==> src/rtl/zion_arb_pkg.sv <==
// Shared types and the rotated-priority pick function for the round-robin lock arbiter.
package zion_arb_pkg;

  localparam int unsigned MaxReq  = 32;
  localparam int unsigned MaxPtrW = 5;

  typedef enum logic [0:0] {
    IDLE = 1'b0,
    LOCK = 1'b1
  } arb_state_e;

  // Searches from ptr+1 upward with wrap over the first n requesters; returns one-hot.
  function automatic logic [MaxReq-1:0] rr_pick(input logic [MaxReq-1:0]  req,
                                                input logic [MaxPtrW-1:0] ptr,
                                                input int unsigned        n);
    logic [MaxReq-1:0]  gnt;
    logic [MaxPtrW-1:0] idx;
    logic               found;
    gnt   = '0;
    found = 1'b0;
    for (int unsigned k = 1; k <= MaxReq; k++) begin
      idx = MaxPtrW'((32'(ptr) + k) % n);
      if (k <= n && !found && req[idx]) begin
        gnt[idx] = 1'b1;
        found    = 1'b1;
      end
    end
    return gnt;
  endfunction

endpackage

==> src/rtl/zion_arb_rr_lock_if.sv <==
// Requester-side and shared-port handshake bundle for zion_arb_rr_lock.
interface zion_arb_rr_lock_if #(
  parameter int unsigned NUM_REQ = 4,
  parameter int unsigned DATA_W  = 8
);
  logic [NUM_REQ-1:0]        iVld;
  logic [NUM_REQ-1:0]        oRdy;
  logic [NUM_REQ*DATA_W-1:0] iDat;
  logic [NUM_REQ-1:0]        iLast;
  logic                      oVld;
  logic                      iRdy;
  logic [DATA_W-1:0]         oDat;
  logic                      oLast;
  logic [NUM_REQ-1:0]        oGnt;

  modport slave (
    input  iVld, iDat, iLast, iRdy,
    output oRdy, oVld, oDat, oLast, oGnt
  );

  modport master (
    output iVld, iDat, iLast, iRdy,
    input  oRdy, oVld, oDat, oLast, oGnt
  );
endinterface

==> src/rtl/zion_arb_rr_pick.sv <==
// Combinational rotated-priority one-hot picker wrapping zion_arb_pkg::rr_pick.
module zion_arb_rr_pick
  import zion_arb_pkg::*;
#(
  parameter int unsigned NUM_REQ = 4,
  parameter int unsigned PTR_W   = 2
) (
  input  logic [NUM_REQ-1:0] req_i,
  input  logic [PTR_W-1:0]   ptr_i,
  output logic [NUM_REQ-1:0] gnt_o
);

  logic [MaxReq-1:0] req_ext;
  logic [MaxReq-1:0] gnt_ext;
  logic              unused_gnt;

  always_comb begin
    req_ext                = '0;
    req_ext[NUM_REQ-1:0]   = req_i;
    gnt_ext                = rr_pick(req_ext, MaxPtrW'(ptr_i), NUM_REQ);
  end

  assign gnt_o      = gnt_ext[NUM_REQ-1:0];
  assign unused_gnt = ^gnt_ext;

endmodule

==> src/rtl/zion_arb_rr_lock.sv <==
// Round-robin N:1 arbiter with registered output stage; grant held per packet when
// ZION_ARB_RR_PKT_LOCK_EN is defined, otherwise re-arbitrated every beat.
module zion_arb_rr_lock
  import zion_arb_pkg::*;
#(
  parameter int unsigned NUM_REQ = 4,
  parameter int unsigned DATA_W  = 8
) (
  input logic               clk,
  input logic               rst_n,
  zion_arb_rr_lock_if.slave bus
);

  localparam int unsigned PtrW = (NUM_REQ > 1) ? $clog2(NUM_REQ) : 1;

  if (NUM_REQ < 2 || NUM_REQ > MaxReq) begin : g_bad_num_req
    $error("zion_arb_rr_lock: NUM_REQ must be within 2..32");
  end

  arb_state_e         state_q, state_d;
  logic [PtrW-1:0]    ptr_q, ptr_d;
  logic [NUM_REQ-1:0] gnt_q, gnt_d;
  logic               vld_q, vld_d;
  logic [DATA_W-1:0]  dat_q, dat_d;
  logic               last_q, last_d;

  logic [NUM_REQ-1:0] pick_gnt;
  logic [NUM_REQ-1:0] rdy;
  logic [PtrW-1:0]    gnt_idx;
  logic [DATA_W-1:0]  sel_dat;
  logic               beat_last;
  logic               accept;

  zion_arb_rr_pick #(
    .NUM_REQ(NUM_REQ),
    .PTR_W  (PtrW)
  ) u_pick (
    .req_i(bus.iVld),
    .ptr_i(ptr_q),
    .gnt_o(pick_gnt)
  );

  // Output register can take a beat whenever it is empty or being drained this cycle.
  assign rdy    = (state_q == LOCK) ? (gnt_q & {NUM_REQ{~vld_q | bus.iRdy}}) : '0;
  assign accept = |(bus.iVld & rdy);

  always_comb begin
    sel_dat = '0;
    gnt_idx = '0;
    for (int i = 0; i < NUM_REQ; i++) begin
      if (gnt_q[i]) begin
        sel_dat = sel_dat | bus.iDat[i*DATA_W +: DATA_W];
        gnt_idx = gnt_idx | PtrW'(i);
      end
    end
  end

`ifdef ZION_ARB_RR_PKT_LOCK_EN
  assign beat_last = |(gnt_q & bus.iLast);
`else
  logic unused_last;
  assign unused_last = ^bus.iLast;
  assign beat_last   = 1'b1;
`endif

  always_comb begin
    state_d = state_q;
    ptr_d   = ptr_q;
    gnt_d   = gnt_q;
    vld_d   = vld_q;
    dat_d   = dat_q;
    last_d  = last_q;
    if (vld_q && bus.iRdy) vld_d = 1'b0;
    unique case (state_q)
      IDLE: begin
        if (|bus.iVld) begin
          gnt_d   = pick_gnt;
          state_d = LOCK;
        end
      end
      LOCK: begin
        if (accept) begin
          vld_d  = 1'b1;
          dat_d  = sel_dat;
          last_d = beat_last;
          if (beat_last) begin
            state_d = IDLE;
            ptr_d   = gnt_idx;
            gnt_d   = '0;
          end
        end
      end
      default: state_d = IDLE;
    endcase
  end

  always_ff @(posedge clk or negedge rst_n) begin
    if (!rst_n) begin
      state_q <= IDLE;
      ptr_q   <= PtrW'(NUM_REQ - 1);
      gnt_q   <= '0;
      vld_q   <= 1'b0;
      dat_q   <= '0;
      last_q  <= 1'b0;
    end else begin
      state_q <= state_d;
      ptr_q   <= ptr_d;
      gnt_q   <= gnt_d;
      vld_q   <= vld_d;
      dat_q   <= dat_d;
      last_q  <= last_d;
    end
  end

  assign bus.oRdy  = rdy;
  assign bus.oVld  = vld_q;
  assign bus.oDat  = dat_q;
  assign bus.oLast = last_q;
  assign bus.oGnt  = gnt_q;

endmodule

==> src/flat_wrapper.sv <==
// flat-port wrapper written by rule: the top's interface ports become plain ports
module zion_arb_rr_lock_flat import zion_arb_pkg::*;
#(
  parameter int unsigned NUM_REQ = 4,
  parameter int unsigned DATA_W  = 8
)
  (clk, rst_n, bus_iVld, bus_iDat, bus_iLast, bus_iRdy, bus_oRdy, bus_oVld, bus_oDat, bus_oLast, bus_oGnt);
  zion_arb_rr_lock_if #(.NUM_REQ(NUM_REQ), .DATA_W(DATA_W)) bus_i ();
  input logic clk;
  input logic rst_n;
  input wire logic [$bits(bus_i.iVld)-1:0] bus_iVld;
  input wire logic [$bits(bus_i.iDat)-1:0] bus_iDat;
  input wire logic [$bits(bus_i.iLast)-1:0] bus_iLast;
  input wire logic [$bits(bus_i.iRdy)-1:0] bus_iRdy;
  output wire logic [$bits(bus_i.oRdy)-1:0] bus_oRdy;
  output wire logic [$bits(bus_i.oVld)-1:0] bus_oVld;
  output wire logic [$bits(bus_i.oDat)-1:0] bus_oDat;
  output wire logic [$bits(bus_i.oLast)-1:0] bus_oLast;
  output wire logic [$bits(bus_i.oGnt)-1:0] bus_oGnt;
  assign bus_i.iVld = bus_iVld;
  assign bus_i.iDat = bus_iDat;
  assign bus_i.iLast = bus_iLast;
  assign bus_i.iRdy = bus_iRdy;
  assign bus_oRdy = bus_i.oRdy;
  assign bus_oVld = bus_i.oVld;
  assign bus_oDat = bus_i.oDat;
  assign bus_oLast = bus_i.oLast;
  assign bus_oGnt = bus_i.oGnt;
  zion_arb_rr_lock #(.NUM_REQ(NUM_REQ), .DATA_W(DATA_W)) u_core (.clk(clk), .rst_n(rst_n), .bus(bus_i));
endmodule
==> config.mk <==
export PLATFORM = sky130hd
export DESIGN_NAME = zion_arb_rr_lock_flat
export DESIGN_NICKNAME = d
export VERILOG_FILES = /design/src/rtl/zion_arb_pkg.sv /design/src/rtl/zion_arb_rr_lock_if.sv /design/src/rtl/zion_arb_rr_pick.sv /design/src/rtl/zion_arb_rr_lock.sv /design/src/flat_wrapper.sv
export SDC_FILE = /design/constraint.sdc
export NUM_CORES = 1
export LEC_CHECK = 0
export ABC_AREA = 1
export BUFFER_PORTS_ARGS = -buffer_cell sky130_fd_sc_hd__buf_2
export CORE_MARGIN = 2
export CORE_UTILIZATION = 34
export DETAILED_ROUTE_END_ITERATION = 8
export PLACE_DENSITY = 0.62
export SLEW_MARGIN = 30
export SYNTH_ARGS = -nofsm -noshare
export SYNTH_HDL_FRONTEND = slang
export SYNTH_HIERARCHICAL = 1
export SYNTH_SLANG_ARGS = --single-unit
export TNS_END_PERCENT = 5
==> constraint.sdc <==
create_clock -name clk -period 2.4 [get_ports clk]
set_clock_uncertainty 0.05 [all_clocks]
set_input_delay 0.36 -clock clk [delete_from_list [all_inputs] [get_ports clk]]
set_output_delay 0.36 -clock clk [all_outputs]
set_load 0.02 [all_outputs]
==> results of run 1 <==
worst reg2reg max path: stages, from the launching register on:
cell                      delay (ps)
sky130_fd_sc_hd__dfstp_2         530
sky130_fd_sc_hd__inv_1           130
sky130_fd_sc_hd__ha_1            360
sky130_fd_sc_hd__inv_1           100
sky130_fd_sc_hd__nand3_2         140
sky130_fd_sc_hd__nand2_4         130
sky130_fd_sc_hd__nand2_4          60
sky130_fd_sc_hd__nor2_4          130
sky130_fd_sc_hd__nand2_1          60
sky130_fd_sc_hd__nand3_1          70
sky130_fd_sc_hd__nand3_1          80
sky130_fd_sc_hd__nand2_1          80
state kept, by name (all words and copies together) (netlist names):
signal / count
u_core/bus.oDat: 8
u_core/bus.oGnt: 4
u_core/ptr_q: 2
u_core/bus.oLast: 1
u_core/bus.oVld: 1
u_core/state_q: 1
metrics by stage:
step	power [mW]	cell area, um2	setup WS [ps]	util
final	0.5653	1815	426.2	0.4474
after global routing	0.5902	1815	258.8	0.4474
after CTS	0.5724	1815	416.5	0.4474
after detailed placement	0.3564	1759	435.2	0.4335
after global placement	0.3570	1759	454.5	0.4335
after floorplan	0.3145	1455	478.6	-
area by class of cell:
class | count | area (um2)
Clock inverter | 1 | 5.005
Multi-Input combinational cell | 160 | 883.3
Timing Repair Buffer | 60 | 312.8
Inverter | 22 | 82.58
Fill cell | 428 | 2242
Clock buffer | 3 | 41.29
Tap cell | 50 | 62.56
Sequential cell | 17 | 427.9
Yosys cell counts:
library cell,instances,area share
sky130_fd_sc_hd__nand2_1,63,0.16
sky130_fd_sc_hd__nand3_1,42,0.14
sky130_fd_sc_hd__inv_1,19,0.049
sky130_fd_sc_hd__dfrtp_1,15,0.26
sky130_fd_sc_hd__nand2_2,10,0.043
sky130_fd_sc_hd__o21ai_2,10,0.060
sky130_fd_sc_hd__a21oi_1,8,0.028
sky130_fd_sc_hd__ha_1,8,0.069
sky130_fd_sc_hd__nor2_1,8,0.021
sky130_fd_sc_hd__nand3_2,4,0.028
sky130_fd_sc_hd__buf_2,3,0.010
sky130_fd_sc_hd__inv_2,3,0.0077
sky130_fd_sc_hd__nand2_4,3,0.023
sky130_fd_sc_hd__dfstp_2,2,0.036
sky130_fd_sc_hd__buf_12,1,0.014
sky130_fd_sc_hd__buf_6,1,0.0077
sky130_fd_sc_hd__buf_8,1,0.010
sky130_fd_sc_hd__nor2_4,1,0.0077
sky130_fd_sc_hd__nor2_8,1,0.014
sky130_fd_sc_hd__o21ai_0,1,0.0034
sky130_fd_sc_hd__or2_2,1,0.0043
final timing paths:
path / start / endpoint / slack (ps) / cells past startpoint
worst min-delay path: bus_iDat[31] / u_core/bus.oDat[7]$_DFFE_PN0P_ / 340 / 3
worst min register to register: u_core/bus.oLast$_DFFE_PN0P_ / u_core/bus.oLast$_DFFE_PN0P_ / 420 / 1
worst max-delay path: u_core/ptr_q[1]$_DFFE_PN1P_ / u_core/bus.oGnt[1]$_DFFE_PN0P_ / 430 / 11
min in group asynchronous: rst_n / u_core/bus.oDat[1]$_DFFE_PN0P_ / 500 / 2
max in group asynchronous: rst_n / u_core/ptr_q[1]$_DFFE_PN1P_ / 1490 / 2
worst max register to register: u_core/ptr_q[1]$_DFFE_PN1P_ / u_core/bus.oGnt[1]$_DFFE_PN0P_ / 430 / 11
layer usage:
layer	vias up	share of wire	track usage	wire length, um
met4	0	0.0082	0.03268	29
met3	2	0.042	0.02907	150
met5	-	0	0	0
met2	28	0.50	0.2682	1759
met1	637	0.45	0.1980	1613
li1	770	-	-	-
power by group through the flow:
stage          sequential [mW]  clock (mW)  combinational [mW]
4_1_cts                  0.287       0.220              0.0662
2_1_floorplan            0.292           0              0.0225
6_report                 0.287       0.213              0.0656
3_3_place_gp             0.292           0              0.0651
3_5_place_dp             0.292           0              0.0645
5_1_grt                  0.286       0.228              0.0760
what timing repair did:
| action | 4_1_cts | 5_1_grt |
|---|---|---|
| endpoints found under the setup margin | 0 | 0 |
| hold endpoints to repair | 15 | 0 |
| hold buffers | 1 | 0 |
kinds of logic (layout without fill, tap and decap cells):
group	count (synthesis)	after routing	synth area share
adders and majority gates	8	8	0.06879
DFF	17	17	0.2941
and+or+nand+nor	133	133	0.4471
AOI/OAI and AO/OA	19	19	0.09114
buffers and inverters	28	86	0.09888
==> impl_metrics.prom, run 1 <==
# TYPE chip_impl_metric gauge
chip_impl_info{name="critical_path.top_delay_family",value="simple AND/OR/NAND/NOR gates"} 1
chip_impl_metric{name="synthesis.area_per_instance",unit="um2"} 7.098
chip_impl_metric{name="dr.pass1.iters",unit=""} 5
chip_impl_metric{name="ctsHtreeMaxLevel",unit=""} 1
chip_impl_metric{name="areaGrowthSynthToFinish",unit="%"} 24.76
chip_impl_metric{name="slew_viol_final",unit=""} 0
chip_impl_metric{name="grt_pass1_wl",unit="mm"} 6.168
chip_impl_metric{name="fmax",unit="MHz"} 506.6
chip_impl_metric{name="p_int",unit="mW"} 0.4331
chip_impl_metric{name="setup_viol_count_final",unit=""} 0
chip_impl_metric{name="place.detailed.hpwl",unit="mm"} 2.763
chip_impl_metric{name="p_switching",unit="mW"} 0.1323
chip_impl_metric{name="finalCriticalPeriod",unit="ps"} 1974
chip_impl_metric{name="antennaDiodeCount",unit=""} 0
chip_impl_metric{name="routability_congestion",unit=""} 0.8726
chip_impl_metric{name="final_clock_period_utilization_by_the_worst_path",unit=""} 0.8224
chip_impl_metric{name="vias_in_the_first_global_route",unit=""} 1381
chip_impl_metric{name="drc_errors",unit=""} 0
chip_impl_metric{name="synthCells",unit=""} 205
chip_impl_metric{name="cap_violations",unit=""} 0
chip_impl_metric{name="fp-row-count",unit=""} 23
chip_impl_metric{name="tritoncts.num_buffers",unit=""} 3
chip_impl_metric{name="finish.cell_count_without_fillers",unit=""} 313
chip_impl_info{name="min-delay-path-class",value="in -> reg"} 1
chip_impl_info{name="tritoncts",value="done"} 1
chip_impl_metric{name="synth-seq-area-share",unit=""} 0.2941
chip_impl_metric{name="initial_core_util",unit=""} 0.3586
chip_impl_metric{name="worst-endpoint-arrival",unit="ps"} 2120
chip_impl_metric{name="whs",unit="ps"} 337.6
chip_impl_metric{name="antenna_violating_nets_post_route",unit=""} 0
chip_impl_metric{name="die_w",unit="um"} 69.42
chip_impl_metric{name="die_height",unit="um"} 69.42
chip_impl_metric{name="required_time_worst_endpoint",unit="ps"} 2540
chip_impl_metric{name="die_area",unit="um2"} 4819
chip_impl_metric{name="ir_drop",unit="mV"} 0.1999
chip_impl_metric{name="synthesis.area",unit="um2"} 1455
chip_impl_metric{name="gr-usage-all-layers",unit=""} 0.1541
chip_impl_metric{name="clk_pin_slew",unit="ps"} 70
chip_impl_metric{name="overflow",unit=""} 0
chip_impl_metric{name="detailedRoute.firstIterationViolations",unit=""} 60
chip_impl_metric{name="area_inside_the_core_boundary",unit="um2"} 4058
chip_impl_metric{name="num-nets-final",unit=""} 315
chip_impl_metric{name="via_density_per_instance",unit=""} 4.591
chip_impl_metric{name="clock_path_buffers",unit=""} 2
chip_impl_info{name="critical_path.cell_chain",value="inv_1 -> ha_1 -> inv_1 -> nand3_2 -> nand2_4 -> nand2_4 -> nor2_4 -> nand2_1 -> nand3_1 -> nand3_1 -> nand2_1"} 1
chip_impl_metric{name="leakage",unit="nW"} 1.033
chip_impl_metric{name="switching_share",unit=""} 0.2340
chip_impl_info{name="outcome",value="completed"} 1
chip_impl_metric{name="crit_fanout",unit=""} 7
chip_impl_metric{name="worstPathBufferInverterCount",unit=""} 2
chip_impl_metric{name="port_buffers",unit=""} 56
chip_impl_metric{name="clock-sinks",unit=""} 17
chip_impl_metric{name="ys_ff_latch",unit=""} 17
chip_impl_metric{name="wire_per_inst",unit="um"} 11.35
chip_impl_metric{name="fin_tns_setup",unit="ps"} 0
chip_impl_metric{name="numPlacedInstances",unit=""} 308
chip_impl_metric{name="power_density",unit="nW/um2"} 311.4
chip_impl_metric{name="totalWireLength",unit="mm"} 3.553
chip_impl_metric{name="share_comb_of_total_power",unit=""} 0.116
chip_impl_info{name="most-common-layout-cells",value="63 x sky130_fd_sc_hd__nand2_1, 56 x sky130_fd_sc_hd__buf_2, 42 x sky130_fd_sc_hd__nand3_1"} 1
chip_impl_metric{name="timing.critical_path.slowest_cell_delay",unit="ps"} 530
chip_impl_metric{name="clkPwrFrac",unit=""} 0.377
chip_impl_metric{name="insertion_delay",unit="ps"} 250
chip_impl_info{name="end_kind",value="flop"} 1
chip_impl_metric{name="slew_headroom",unit=""} 0.7072
chip_impl_metric{name="seq_power_share",unit=""} 0.507
chip_impl_info{name="layout.cells.most_common",value="sky130_fd_sc_hd__nand2_1"} 1
chip_impl_metric{name="yosysUniqueCellTypes",unit=""} 21
chip_impl_metric{name="drive_above_1_share",unit=""} 0.3726
chip_impl_info{name="clock-root-buffer",value="sky130_fd_sc_hd__clkbuf_8"} 1
chip_impl_info{name="rsz0062_at_grt",value="false"} 1
chip_impl_metric{name="ioPinCount",unit=""} 61
chip_impl_info{name="path_class",value="reg -> reg"} 1
chip_impl_metric{name="antenna_found_initial",unit=""} 0
chip_impl_metric{name="mappedNetlistNets",unit=""} 256
chip_impl_metric{name="dr_total_vias",unit=""} 1437
chip_impl_metric{name="ys.warnings.count",unit=""} 6
chip_impl_info{name="critPathSlowestCell",value="sky130_fd_sc_hd__dfstp_2"} 1
chip_impl_metric{name="worst_slew_pin_slew",unit="ps"} 439.2
chip_impl_metric{name="maximum_number_of_pins_on_one_net_before_global_route_repair",unit=""} 26
chip_impl_metric{name="post-cts-setup-buffer-count",unit=""} 0
chip_impl_metric{name="post_cts_resized",unit=""} 0
chip_impl_metric{name="hold_viol_final",unit=""} 0
chip_impl_info{name="startpoint_type",value="flop"} 1
(Power assumes the default switching activity.)
==> run 2: changes to the inputs <==
- clock period: 2.4 -> 1.95 ns (I/O delays scaled with it)
==> impl_metrics.prom, run 2 (synthesized netlist as in run 1, its figures left out) <==
# TYPE chip_impl_metric gauge
chip_impl_metric{name="clock-sinks",unit=""} 17
chip_impl_metric{name="num-nets-final",unit=""} 319
chip_impl_info{name="outcome",value="completed"} 1
chip_impl_metric{name="via_density_per_instance",unit=""} 4.722
chip_impl_metric{name="power_density",unit="nW/um2"} 378.0
chip_impl_info{name="min-delay-path-class",value="in -> reg"} 1
chip_impl_metric{name="drive_above_1_share",unit=""} 0.3858
chip_impl_info{name="most-common-layout-cells",value="63 x sky130_fd_sc_hd__nand2_1, 56 x sky130_fd_sc_hd__buf_2, 42 x sky130_fd_sc_hd__nand3_1"} 1
chip_impl_metric{name="antenna_violating_nets_post_route",unit=""} 0
chip_impl_metric{name="ctsHtreeMaxLevel",unit=""} 1
chip_impl_metric{name="slew_headroom",unit=""} 0.7083
chip_impl_metric{name="post-cts-setup-buffer-count",unit=""} 0
chip_impl_metric{name="p_int",unit="mW"} 0.5335
chip_impl_info{name="startpoint_type",value="flop"} 1
chip_impl_metric{name="totalWireLength",unit="mm"} 3.760
chip_impl_metric{name="core_occupancy_in_the_finished_layout",unit=""} 0.4567
chip_impl_info{name="layout.cells.most_common",value="sky130_fd_sc_hd__nand2_1"} 1
chip_impl_info{name="path_class",value="reg -> reg"} 1
chip_impl_metric{name="clock_path_buffers",unit=""} 2
chip_impl_info{name="critPathSlowestCell",value="sky130_fd_sc_hd__dfstp_2"} 1
chip_impl_info{name="busiest_layer",value="met2"} 1
chip_impl_metric{name="gr_layer_usage_met1",unit=""} 0.1903
chip_impl_metric{name="leakage",unit="nW"} 1.054
chip_impl_metric{name="ioPinCount",unit=""} 61
chip_impl_metric{name="worst_slew_pin_slew",unit="ps"} 437.5
chip_impl_metric{name="insertion_delay",unit="ps"} 250
chip_impl_metric{name="die_area",unit="um2"} 4819
chip_impl_metric{name="dr_total_vias",unit=""} 1497
chip_impl_metric{name="antennaDiodeCount",unit=""} 0
chip_impl_metric{name="p_switching",unit="mW"} 0.1670
chip_impl_metric{name="areaGrowthSynthToFinish",unit="%"} 27.34
chip_impl_metric{name="finalCriticalPeriod",unit="ps"} 1807
chip_impl_metric{name="max_reg_flops",unit=""} 8
chip_impl_metric{name="grt_pass1_wl",unit="mm"} 6.134
chip_impl_info{name="end_kind",value="flop"} 1
chip_impl_metric{name="fill_cells",unit=""} 424
chip_impl_metric{name="maximum_number_of_pins_on_one_net_before_global_route_repair",unit=""} 26
chip_impl_info{name="rsz0062_at_grt",value="false"} 1
chip_impl_metric{name="share_comb_of_total_power",unit=""} 0.118
chip_impl_metric{name="crit_fanout",unit=""} 5
chip_impl_metric{name="required_time_worst_endpoint",unit="ps"} 2090
chip_impl_metric{name="overflow",unit=""} 0
chip_impl_metric{name="detailedRoute.firstIterationViolations",unit=""} 99
chip_impl_metric{name="cap_violations",unit=""} 0
chip_impl_metric{name="clk_pin_slew",unit="ps"} 70
chip_impl_metric{name="routability_congestion",unit=""} 0.8398
chip_impl_metric{name="die_w",unit="um"} 69.42
chip_impl_metric{name="antenna_found_initial",unit=""} 0
chip_impl_metric{name="reg2reg_setup_slack",unit="ps"} 140
chip_impl_metric{name="vias_in_the_first_global_route",unit=""} 1376
chip_impl_metric{name="met2_global_route_usage",unit=""} 0.2735
chip_impl_metric{name="ir_drop",unit="mV"} 0.3281
chip_impl_metric{name="switching_share",unit=""} 0.2385
chip_impl_metric{name="place.detailed.hpwl",unit="mm"} 2.884
chip_impl_metric{name="drc_errors",unit=""} 0
chip_impl_metric{name="area_inside_the_core_boundary",unit="um2"} 4058
chip_impl_metric{name="timing.critical_path.slowest_cell_delay",unit="ps"} 540
chip_impl_metric{name="slew_viol_final",unit=""} 0
chip_impl_metric{name="wire_per_inst",unit="um"} 11.86
chip_impl_metric{name="setup_viol_count_final",unit=""} 0
chip_impl_metric{name="gr-usage-all-layers",unit=""} 0.1512
chip_impl_metric{name="gr_met3_demand_resource",unit=""} 0.02471
chip_impl_metric{name="fmax",unit="MHz"} 553.5
chip_impl_metric{name="initial_core_util",unit=""} 0.3586
chip_impl_info{name="tritoncts",value="done"} 1
chip_impl_metric{name="worst-endpoint-arrival",unit="ps"} 1950
chip_impl_info{name="critical_path.cell_chain",value="inv_2 -> ha_1 -> inv_2 -> nand3_4 -> nand2_4 -> nand2_4 -> nor2_4 -> nand2_1 -> nand3_1 -> nand3_1 -> nand2_1"} 1
chip_impl_metric{name="seq_power_share",unit=""} 0.504
chip_impl_metric{name="tritoncts.num_buffers",unit=""} 3
chip_impl_metric{name="clkPwrFrac",unit=""} 0.378
chip_impl_info{name="clock-root-buffer",value="sky130_fd_sc_hd__clkbuf_8"} 1
chip_impl_metric{name="final_clock_period_utilization_by_the_worst_path",unit=""} 0.9265
chip_impl_metric{name="port_buffers",unit=""} 56
chip_impl_metric{name="fin_tns_setup",unit="ps"} 0
chip_impl_metric{name="dr.pass1.iters",unit=""} 4
chip_impl_metric{name="die_height",unit="um"} 69.42
chip_impl_metric{name="hold_viol_final",unit=""} 0
chip_impl_metric{name="fp-row-count",unit=""} 23
==> run 2: cell count changes in the layout (fill, tap and decap cells not counted), sizes merged <==
cell,previous run,this run
buf,59,63
==> run 2: cell type report <==
| type | instances | area, um2 | area share |
|---|---|---|---|
| clock buffers | 3 | 41.29 | 0.02228 |
| repair buffers | 64 | 342.8 | 0.1850 |
| inverters | 22 | 82.58 | 0.04456 |
| flip-flops and latches | 17 | 427.9 | 0.2309 |
| multi-input cells | 160 | 890.9 | 0.4808 |
| clock inverters | 1 | 5.005 | 0.002701 |
| well taps | 50 | 62.56 | 0.03376 |
==> run 2: path summary, 6_finish.rpt <==
| kind | start | to | cells past startpoint |
|---|---|---|---|
| min in group asynchronous | rst_n | u_core/bus.oDat[1]$_DFFE_PN0P_ | 2 |
| hold / removal | bus_iDat[31] | u_core/bus.oDat[7]$_DFFE_PN0P_ | 3 |
| max in group asynchronous | rst_n | u_core/ptr_q[0]$_DFFE_PN1P_ | 2 |
| hold reg to reg | u_core/bus.oDat[0]$_DFFE_PN0P_ | u_core/bus.oDat[0]$_DFFE_PN0P_ | 2 |
| setup reg to reg | u_core/ptr_q[0]$_DFFE_PN1P_ | u_core/bus.oGnt[0]$_DFFE_PN0P_ | 11 |
| setup / recovery | u_core/ptr_q[0]$_DFFE_PN1P_ | u_core/bus.oGnt[0]$_DFFE_PN0P_ | 11 |
==> run 2: stage by stage <==
step | area (um2) | cells | power [mW] | worst slack (ps) | hold WS [ps]
2_1_floorplan | 1455 | 205 | 0.3871 | 28.62 | -53.09
3_3_place_gp | 1789 | 312 | 0.4386 | 117.2 | 180.9
3_5_place_dp | 1789 | 312 | 0.4399 | 100.3 | 191.2
4_1_cts | 1846 | 317 | 0.7102 | 82.88 | 269.1
5_1_grt | 1853 | 317 | 0.7370 | 9.915 | 275.5
6_report | 1853 | 317 | 0.7005 | 143.2 | 269.9
==> run 2: layer usage <==
metal | routed length (um) | vias to the layer above | share of wire
met5 | 0 | - | 0
met4 | 13 | 0 | 0.0035
met3 | 136 | 2 | 0.036
met2 | 1933 | 30 | 0.51
met1 | 1676 | 680 | 0.45
li1 | - | 785 | -
==> run 2: repair_timing <==
item                                    in CTS  in global routing
endpoints found under the setup margin       0                  4
hold endpoints to repair                    15                  0
gates resized for setup                      0                  2
hold buffers                                 1                  0
==> run 2: power by group through the flow <==
stage / registers [mW] / logic, mW / clock network (mW)
after floorplan: 0.359 / 0.0277 / 0
after global placement: 0.359 / 0.0794 / 0
after detailed placement: 0.359 / 0.0806 / 0
after CTS: 0.353 / 0.0826 / 0.275
after global routing: 0.352 / 0.0938 / 0.291
final: 0.353 / 0.0830 / 0.265
==> run 2: worst max-delay path: cells and delay by family (launching register included) <==
kind / cells / cell delay, ps
adder cells (fa/ha/maj): 1 / 340
buffers and inverters: 2 / 140
flip-flops: 1 / 540
AND/OR/NAND/NOR: 8 / 670
==> run 3: changes to the inputs <==
- PLACE_DENSITY: 0.62 -> unset
- PLACE_DENSITY_LB_ADDON: unset -> 0.2
==> impl_metrics.prom, run 3 (synthesized netlist as in run 1, its figures left out) <==
# TYPE chip_impl_metric gauge
chip_impl_info{name="rsz0062_at_grt",value="false"} 1
chip_impl_metric{name="max_reg_flops",unit=""} 8
chip_impl_metric{name="ir_drop",unit="mV"} 0.1819
chip_impl_metric{name="areaGrowthSynthToFinish",unit="%"} 28.55
chip_impl_metric{name="clk_pin_slew",unit="ps"} 70
chip_impl_metric{name="reg2reg_setup_slack",unit="ps"} 170
chip_impl_metric{name="gr_layer_usage_met1",unit=""} 0.1932
chip_impl_metric{name="insertion_delay",unit="ps"} 250
chip_impl_metric{name="required_time_worst_endpoint",unit="ps"} 2040
chip_impl_metric{name="antenna_found_initial",unit=""} 0
chip_impl_metric{name="met2_global_route_usage",unit=""} 0.2746
chip_impl_metric{name="die_w",unit="um"} 69.42
chip_impl_metric{name="totalWireLength",unit="mm"} 3.701
chip_impl_metric{name="drc_errors",unit=""} 0
chip_impl_info{name="busiest_layer",value="met2"} 1
chip_impl_metric{name="area_inside_the_core_boundary",unit="um2"} 4058
chip_impl_info{name="tritoncts",value="done"} 1
chip_impl_metric{name="fmax",unit="MHz"} 563.1
chip_impl_info{name="path_class",value="reg -> reg"} 1
chip_impl_metric{name="routability_congestion",unit=""} 0.7697
chip_impl_metric{name="antenna_violating_nets_post_route",unit=""} 0
chip_impl_metric{name="multiInputGateArea",unit="um2"} 900.9
chip_impl_metric{name="detailedRoute.firstIterationViolations",unit=""} 75
chip_impl_metric{name="final_critical_path_setup_slack",unit="ps"} 174.2
chip_impl_metric{name="vias_in_the_first_global_route",unit=""} 1368
chip_impl_metric{name="gr-usage-all-layers",unit=""} 0.1552
chip_impl_metric{name="antennaDiodeCount",unit=""} 0
chip_impl_metric{name="worst-endpoint-arrival",unit="ps"} 1860
chip_impl_metric{name="crit_fanout",unit=""} 5
chip_impl_metric{name="place.detailed.hpwl",unit="mm"} 2.874
chip_impl_metric{name="dr_total_vias",unit=""} 1470
chip_impl_metric{name="initial_core_util",unit=""} 0.3586
chip_impl_info{name="clock-root-buffer",value="sky130_fd_sc_hd__clkbuf_8"} 1
chip_impl_metric{name="clock_path_buffers",unit=""} 2
chip_impl_metric{name="final-seq-area",unit="um2"} 427.9
chip_impl_metric{name="grt_pass1_wl",unit="mm"} 6.237
chip_impl_metric{name="die_area",unit="um2"} 4819
chip_impl_metric{name="fill_cells",unit=""} 438
chip_impl_metric{name="hold_viol_final",unit=""} 0
chip_impl_metric{name="slew_viol_final",unit=""} 0
chip_impl_metric{name="post-cts-setup-buffer-count",unit=""} 0
chip_impl_metric{name="clock-sinks",unit=""} 17
chip_impl_metric{name="dr.pass1.iters",unit=""} 4
chip_impl_metric{name="final_clock_period_utilization_by_the_worst_path",unit=""} 0.9106
chip_impl_metric{name="gr_met3_demand_resource",unit=""} 0.02471
chip_impl_metric{name="ioPinCount",unit=""} 61
chip_impl_metric{name="via_density_per_instance",unit=""} 4.623
chip_impl_metric{name="slew_headroom",unit=""} 0.6964
chip_impl_metric{name="post-place-ws",unit="ps"} 96.46
chip_impl_info{name="outcome",value="completed"} 1
chip_impl_metric{name="overflow",unit=""} 0
chip_impl_metric{name="fin_tns_setup",unit="ps"} 0
chip_impl_metric{name="finalCriticalPeriod",unit="ps"} 1776
chip_impl_metric{name="power_density",unit="nW/um2"} 371.6
chip_impl_metric{name="fin_total_pwr",unit="mW"} 0.6952
chip_impl_metric{name="port_buffers",unit=""} 56
chip_impl_metric{name="fp-row-count",unit=""} 23
chip_impl_metric{name="setup_viol_count_final",unit=""} 0
chip_impl_info{name="layout.cells.most_common",value="sky130_fd_sc_hd__nand2_1"} 1
chip_impl_metric{name="drive_above_1_share",unit=""} 0.3918
chip_impl_metric{name="num-nets-final",unit=""} 320
chip_impl_info{name="min-delay-path-class",value="in -> reg"} 1
chip_impl_info{name="most-common-layout-cells",value="63 x sky130_fd_sc_hd__nand2_1, 56 x sky130_fd_sc_hd__buf_2, 42 x sky130_fd_sc_hd__nand3_1"} 1
chip_impl_metric{name="wire_per_inst",unit="um"} 11.64
chip_impl_info{name="end_kind",value="flop"} 1
chip_impl_metric{name="maximum_number_of_pins_on_one_net_before_global_route_repair",unit=""} 26
chip_impl_metric{name="cap_violations",unit=""} 0
chip_impl_metric{name="leakage",unit="nW"} 1.059
chip_impl_metric{name="ctsHtreeMaxLevel",unit=""} 1
chip_impl_metric{name="tritoncts.num_buffers",unit=""} 3
chip_impl_info{name="startpoint_type",value="flop"} 1
chip_impl_metric{name="die_height",unit="um"} 69.42
chip_impl_metric{name="worst_slew_pin_slew",unit="ps"} 455.4
## run 3: cell types whose count changed in the layout (fill, tap and decap cells not counted), sizes merged
cell	delta
buf	+1
## run 3: worst paths after layout
path | startpoint | to | cells past startpoint
max | u_core/ptr_q[1]$_DFFE_PN1P_ | u_core/bus.oGnt[3]$_DFFE_PN0P_ | 11
min | bus_iDat[30] | u_core/bus.oDat[6]$_DFFE_PN0P_ | 3
max reg2reg | u_core/ptr_q[1]$_DFFE_PN1P_ | u_core/bus.oGnt[3]$_DFFE_PN0P_ | 11
min reg2reg | u_core/bus.oLast$_DFFE_PN0P_ | u_core/bus.oLast$_DFFE_PN0P_ | 1
max in group asynchronous | rst_n | u_core/ptr_q[0]$_DFFE_PN1P_ | 2
min in group asynchronous | rst_n | u_core/bus.oDat[7]$_DFFE_PN0P_ | 2
## run 3: per-layer routing
metal | share of wire | routed length (um)
met3 | 0.041 | 152
met4 | 0.0073 | 27
met1 | 0.45 | 1657
met5 | 0 | 0
met2 | 0.50 | 1864
## run 3: what timing repair did
action / CTS / global route
gates resized for setup: 0 / 4
setup endpoints to repair: 0 / 4
hold buffers: 1 / 0
endpoints found under the hold margin: 15 / 0
## run 3: power breakdown
part	switching [mW]	internal, mW
combinational	0.0441	0.0390
sequential	0	0.353
clock	0.118	0.141
total	0.162	0.533
## run 3: stage by stage
| stage | hold WS [ps] | instance area, um2 | cells | utilization |
|---|---|---|---|---|
| 2_1_floorplan | -53.09 | 1455 | 205 | - |
| 3_3_place_gp | 181.4 | 1797 | 313 | 0.4428 |
| 3_5_place_dp | 189.9 | 1797 | 313 | 0.4428 |
| 4_1_cts | 272.4 | 1853 | 318 | 0.4567 |
| 5_1_grt | 272.2 | 1871 | 318 | 0.4610 |
| 6_report | 277.0 | 1871 | 318 | 0.4610 |
## run 3: layout make-up
| cell class | count | area share |
|---|---|---|
| timing repair buffer | 65 | 0.1873 |
| sequential | 17 | 0.2288 |
| inverter | 22 | 0.04415 |
| multi-input combinational | 160 | 0.4816 |
| clock inverter | 1 | 0.002676 |
| clock buffer | 3 | 0.02207 |
| tap | 50 | 0.03344 |
## run 3: critical path: stages, from the launching register on
cell and delay, ps:
sky130_fd_sc_hd__dfstp_2 530, sky130_fd_sc_hd__inv_1 50, sky130_fd_sc_hd__ha_2 370, sky130_fd_sc_hd__inv_2 60, sky130_fd_sc_hd__nand3_4 100, sky130_fd_sc_hd__nand2_4 80
sky130_fd_sc_hd__nand2_4 80, sky130_fd_sc_hd__inv_2 50, sky130_fd_sc_hd__nand3_1 60, sky130_fd_sc_hd__nand3_1 90, sky130_fd_sc_hd__nand3_1 90, sky130_fd_sc_hd__nand2_1 50
